==> src/rtl/traffic_pkg.sv <==
// Shared types and helpers for the parametrised highway/farm-road traffic controller.
package traffic_pkg;

    typedef enum logic [1:0] {
        RED = 2'b00,
        YEL = 2'b01,
        GRN = 2'b10
    } light_e;

    typedef enum logic [2:0] {
        HG = 3'd0,
        HY = 3'd1,
        HR = 3'd2,
        FG = 3'd3,
        FY = 3'd4,
        FR = 3'd5
    } state_e;

    function automatic int max3(input int a, input int b, input int d);
        int m;
        m = (a > b) ? a : b;
        return (m > d) ? m : d;
    endfunction

endpackage

==> src/rtl/tl_timer.sv <==
// Saturating phase timer: cleared on state entry, counts up and holds at all-ones.
module tl_timer #(
    parameter int unsigned TW = 4
) (
    input  logic          clk,
    input  logic          reset,
    input  logic          clr,
    output logic [TW-1:0] tmr
);

    always_ff @(posedge clk) begin
        if (reset || clr) begin
            tmr <= '0;
        end else if (tmr != '1) begin
            tmr <= tmr + TW'(1);
        end
    end

endmodule

==> src/rtl/traffic_ctrl_param.sv <==
// Highway/farm-road traffic controller with internal timers and optional all-red clearance.
// Define TRAFFIC_PED_REQ_EN to add the pedestrian request input and walk output.
module traffic_ctrl_param
    import traffic_pkg::*;
#(
    parameter int LONG_CYC   = 8,
    parameter int SHORT_CYC  = 3,
    parameter int ALLRED_CYC = 2
) (
    input  logic       clk,
    input  logic       reset,
    input  logic       c,
`ifdef TRAFFIC_PED_REQ_EN
    input  logic       ped_req,
    output logic       ped_walk,
`endif
    output logic [1:0] hw_light,
    output logic [1:0] fm_light,
    output logic       st,
    output logic [2:0] state_o
);

    localparam int unsigned TW = $clog2(max3(LONG_CYC, SHORT_CYC, ALLRED_CYC) + 1);

    localparam int unsigned LongThr   = (LONG_CYC > 1)   ? LONG_CYC - 1   : 0;
    localparam int unsigned ShortThr  = (SHORT_CYC > 1)  ? SHORT_CYC - 1  : 0;
    localparam int unsigned AllredThr = (ALLRED_CYC > 1) ? ALLRED_CYC - 1 : 0;

    state_e        state;
    state_e        nxt;
    logic [TW-1:0] tmr;
    logic          tl;
    logic          ts;
    logic          ta;
    logic          clr;
    logic          req;
    light_e        hw_l;
    light_e        fm_l;

    tl_timer #(
        .TW(TW)
    ) u_timer (
        .clk  (clk),
        .reset(reset),
        .clr  (clr),
        .tmr  (tmr)
    );

    assign tl  = 32'(tmr) >= LongThr;
    assign ts  = 32'(tmr) >= ShortThr;
    assign ta  = 32'(tmr) >= AllredThr;
    assign clr = (nxt != state);

`ifdef TRAFFIC_PED_REQ_EN
    logic ped_flag;

    // Sticky request, consumed when the farm road (and crossing) goes green.
    always_ff @(posedge clk) begin
        if (reset) begin
            ped_flag <= 1'b0;
        end else if (nxt == FG && state != FG) begin
            ped_flag <= 1'b0;
        end else if (ped_req) begin
            ped_flag <= 1'b1;
        end
    end

    assign req      = c | ped_flag;
    assign ped_walk = (state == FG) || (state == FR);
`else
    assign req = c;
`endif

    always_comb begin
        nxt = state;
        case (state)
            HG: if (req && tl) nxt = HY;
            HY: begin
                if (ts) begin
                    if (ALLRED_CYC == 0) nxt = FG;
                    else                 nxt = HR;
                end
            end
            HR: if (ta) nxt = FG;
            FG: if (!c || tl) nxt = FY;
            FY: begin
                if (ts) begin
                    if (ALLRED_CYC == 0) nxt = HG;
                    else                 nxt = FR;
                end
            end
            FR: if (ta) nxt = HG;
            default: nxt = HG;
        endcase
    end

    always_ff @(posedge clk) begin
        if (reset) begin
            state <= HG;
            st    <= 1'b0;
        end else begin
            state <= nxt;
            st    <= clr;
        end
    end

    always_comb begin
        hw_l = RED;
        fm_l = RED;
        case (state)
            HG:      hw_l = GRN;
            HY:      hw_l = YEL;
            FG:      fm_l = GRN;
            FY:      fm_l = YEL;
            default: ;
        endcase
    end

    assign hw_light = hw_l;
    assign fm_light = fm_l;
    assign state_o  = state;

endmodule

==> config.mk <==
export PLATFORM = sky130hd
export DESIGN_NAME = traffic_ctrl_param
export DESIGN_NICKNAME = d
export VERILOG_FILES = /design/src/rtl/traffic_pkg.sv /design/src/rtl/tl_timer.sv /design/src/rtl/traffic_ctrl_param.sv
export SDC_FILE = /design/constraint.sdc
export NUM_CORES = 1
export LEC_CHECK = 0
export CORE_AREA = 5 5 42 44
export DETAILED_ROUTE_END_ITERATION = 12
export DIE_AREA = 0 0 47 49
export DONT_BUFFER_PORTS = 1
export MAX_ROUTING_LAYER = met4
export PLACE_DENSITY = 0.68
export SLEW_MARGIN = 10
export SYNTH_ARGS = -nofsm -noshare
export SYNTH_HDL_FRONTEND = slang
export SYNTH_SLANG_ARGS = --single-unit
==> constraint.sdc <==
create_clock -name clk -period 3.1 [get_ports clk]
set_clock_uncertainty 0.05 [all_clocks]
set_input_delay 0.775 -clock clk [delete_from_list [all_inputs] [get_ports clk]]
set_output_delay 0.775 -clock clk [all_outputs]
set_load 0.1 [all_outputs]
======== After elaboration in Yosys (flattened, before gate mapping) ========
Cells that the tools add are included.
storage, ports and cells
  register bits after elaboration ......... 8
  bits of input ports ..................... 3
  output and inout port bits .............. 8
  logic and storage cells ................. 28
cells by class
  add/subtract/negate cells ............... 1
  magnitude comparators ................... 3
  eq/ne operators ......................... 7
  muxes and demuxes ....................... 9
  reductions and logical operators ........ 5
operators by type and width
  cell                                                 count
  two-way mux 3 bit                                    6
  one-hot mux 3 bit (6 select lines)                   1
  one-hot mux 2 bit (2 select lines)                   2
  == test 3 x 2 -> 1 bit, second input constant        2
  == test 3 bit, second input constant                 2
  adder 4 x 1 -> 4 bit, second input constant          1
  >= comparator 4 x 1 -> 1 bit, second input constant  1
  >= comparator 4 x 2 -> 1 bit, second input constant  1
  >= comparator 4 x 3 -> 1 bit, second input constant  1
  inequality test 4 bit, second input constant         1
  == test 3 x 1 -> 1 bit, second input constant        1
  zero test 3 bit                                      1
  inequality test 3 bit                                1
  logical OR 1 bit                                     2
  logical AND 1 bit                                    1
  zero test 1 bit                                      1

======== Logic depth before layout (Yosys ltp) ========
  word-level depth ........................ 6
  depth in mapped cells ................... 6
  gate-level depth less buffers ........... 6

======== By module ========
A second synthesis with hierarchy kept.
unflattened totals
  cells, all modules ...................... 66
  area, all modules ....................... 526.8 µm²
by module, submodules not included
  module              instances  cells each  area each (µm²)  sequential area each (µm²)
  traffic_ctrl_param  1          47          329.1            80.1
  tl_timer            1          19          197.7            80.1

======== Worst setup path after synthesis ========
OpenSTA, ideal clock, no wires.
  path type ............................... reg2out
  from .................................... reg state[0] (netlist: state_o[0])
  to ...................................... out hw_light[0]
  data arrival time ....................... 3.240 ns
  path slack .............................. -0.965 ns
  cell stages (with the launch flop) ...... 3
  buffers on the path ..................... 0
  cell sequence ........................... dfxtp_1 > inv_1 > nor3_1
on the way
  cells in the longest elaborated chain, start to end .. 2
  elaborated cells on any way between the ends .. 3
  classes of those cells .................. eq/ne (1); mux (1); reduce/logical (1)
RTL lines
  what                                                       RTL line                   source
  start: declaration                                         traffic_ctrl_param.sv:29   state_e state;
  start signal: assignment                                   traffic_ctrl_param.sv:102  state <= nxt;
  == test 3 x 1 -> 1 bit or zero test 3 bit (tied branches)  traffic_ctrl_param.sv:110  case (state)
  one-hot mux 2 bit (2 select lines) *                       traffic_ctrl_param.sv:110
  end: declaration                                           traffic_ctrl_param.sv:17   output logic [1:0] hw_light,
Every way passes the cells marked *; elsewhere a longest branch is shown, timed or not.

======== Worst setup path after layout ========
Ends and elaborated chain as after synthesis.

==> summary.txt <==
STA
  • Setup Viol. Count Final: 0
  • Period utilisation layout: 0.747
  • Worst Max-Slew Pin Slew: 0.941 ns
  • Final Hold Vio Count: 0
  • RSZ-0062 raised after global routing: no
  • Relative slew slack: 0.372
  • Minimum clock period: 2.31 ns
  • FMAX: 432 MHz
  • Final slew viol count: 0

Global route
  • GR peak layer: met2
  • Antenna violations before repair: 0
  • Total global routing overflow: 0
  • Met2 Resource Use GR: 0.163
  • Largest net degree at the start of global routing: 13
  • GR Util met3: 0.0701
  • Met1 GRT Util: 0.157
  • Gr usage total: 0.124
  • Vias in the first global route: 441
  • First-pass GRT wire length: 2010 um

Clock tree
  • H-tree Lvls: 1
  • CTS tree: built
  • CTS resizes: 0
  • CTS Root Cell: clkbuf_4
  • Clock buffer count from CTS: 3
  • Bufs on Longest Clock Path: 2
  • Sink Count: 8
  • Postcts setup bufs: 0
  • Register clock-pin slew on the reported worst setup and hold paths: 0.05 ns
  • Clk_lat worst skew: 0.25 ns
  • Hold_buf cts: 0

Layout
  • Diode count: 0
  • Nets: 79
  • Post-Layout Inst Area: 697 um2
  • Share of layout cells above drive strength 1: 0.300
  • Final design utilization: 0.497
  • P&R area growth vs syn: 21.1%

Worst setup path
  • Slowest stage delay, CP: 0.62 ns
  • Crit path kind: reg2out
  • Worst-path fanout max: 12
  • Worst path arrival time: 1.49 ns
  • Crit. End Element: output pin
  • Cell Chain, Critical Path: inv_1, nor3_4, buf_12
  • Critical Path RT: 2.27 ns
  • Kind of start point of the critical path: register
  • CP max-delay cell: dfxtp_1

Placement
  • Port buffer count: 0
  • Post-DP Area: 674 um2
  • GP Congestion: 0.898
  • Detailed placement HPWL: 864 um

Synthesis
  • Warning count from the yosys run: 0
  • Synth Instances: 66
  • Post-synth EDFFs: 0
  • Share of flip-flops with an asynchronous set or reset after synthesis: 0
  • Synth Net Count: 73
  • Ys flop type: dfxtp_1
  • Syn Area/Cell: 8.72 um2
  • Post-synthesis cell area: 576 um2
  • Netlist cell types: 31
  • Seq/Total Area, Yosys: 0.278
  • Flops & latches, synth: 8

Route
  • Drt via density: 5.97
  • Detailed Routing Iterations Pass 1: 4
  • Initial DRC count: 7
  • DRC viols: 0
  • DR vias: 513
  • Routed WL per cell: 13.4 um
  • Antenna Nets Post-Route: 0
  • WL final: 1150 um

Outcome
  • Status: complete, no violations

Die
  • Core Region: 1400 um2
  • Starting Density: 0.411
  • IO Count: 11
  • Site Rows: 14
  • Die W: 47 um
  • Die Y: 49 um
  • Die area: 2300 um2

Power and ir drop
  • Pwr dens: 340 nW/um2
  • Static leakage: 0.272 nW
  • Post-layout total power: 0.237 mW
  • Max rail drop VDD: 0.224 mV

Hold path
  • Class of the worst hold path: in2reg

Flow run
  • Max Cap Violations: 0
critical path: cells and delay by family (launching register included):
kind	cells	cell delay (ns)
buf+inv	2	0.42
flops	1	0.62
simple gates	1	0.19
cell usage after synthesis (all sizes together), types with 3 or more instances:
library cell / number / area (um2)
nor2: 4 / 15.0
dfxtp: 8 / 160
nor4: 6 / 52.6
o21ai: 3 / 15.0
mux2i: 4 / 40.0
inv: 5 / 18.8
buf: 5 / 35.0
nand3: 3 / 15.0
ha: 4 / 50.1
nor3: 4 / 25.0
a21oi: 5 / 25.0
final cells by class:
cell class / instances / area, um2
multi-input combinational: 47 / 385
sequential: 8 / 160
inverter: 5 / 18.8
fill: 132 / 704
tap: 16 / 20.0
clock buffer: 3 / 22.5
timing repair buffer: 7 / 90.1
through the flow:
stage | std cells | TNS [ns] | setup slack [ns] | hold WS, ns
6_report | 86 | 0 | 0.785 | 0.536
2_1_floorplan | 66 | -0.473 | -0.361 | 0.514
3_5_place_dp | 83 | 0 | 1.07 | 0.544
3_3_place_gp | 83 | 0 | 1.13 | 0.548
5_1_grt | 86 | 0 | 0.669 | 0.518
4_1_cts | 86 | 0 | 0.798 | 0.532
cells in the final DEF, fill, tap and decap left out, types with 2 or more instances in the layout:
master and count:
clkbuf_4 3, nand3_1 3, nor4_1 5, nor3_4 2
o21ai_0 3, nor2_2 2, buf_12 3, buf_4 4
dfxtp_1 8, nor2_1 2, inv_1 5, a21oi_1 5
ha_1 4, mux2i_1 4
flip-flops by register name (all words and copies together) (netlist names):
name         count
st               1
state_o          3
u_timer.tmr      4
routing by layer:
| metal | vias to the layer above | wire length [um] | part of all wire |
|---|---|---|---|
| li1 | 252 | - | - |
| met1 | 240 | 509 | 0.44 |
| met2 | 19 | 511 | 0.44 |
| met3 | 2 | 119 | 0.10 |
| met4 | 0 | 10 | 0.0087 |
| met5 | - | 0 | 0 |
logic make-up (layout without fill, tap and decap cells):
family	Yosys count	count (layout)	share of synthesized area
muxes	4	4	0.0696
and+or+nand+nor	23	23	0.270
AOI/OAI and AO/OA	15	15	0.180
DFF	8	8	0.278
adders and majority gates	4	4	0.0870
xor gates and xnor gates	1	1	0.0152
buffers and inverters	11	15	0.100
where the power goes:
group | internal, mW | switching, mW | leakage [nW]
logic | 0.0202 | 0.0230 | 0.193
registers | 0.107 | 0.00872 | 0.0651
clock network | 0.0442 | 0.0337 | 0.0138
total | 0.171 | 0.0654 | 0.272
final timing paths:
| path | from | end | depth (start not counted) | slack (ns) |
|---|---|---|---|---|
| hold / removal | reset | state_o[2] | 1 | 0.54 |
| setup / recovery | state_o[0] | hw_light[0] | 3 | 0.79 |
| hold reg to reg | u_timer.tmr[1] | u_timer.tmr[1] | 2 | 0.57 |
| setup reg to reg | u_timer.tmr[1] | u_timer.tmr[1] | 5 | 1.18 |
(Power assumes the default switching activity.)
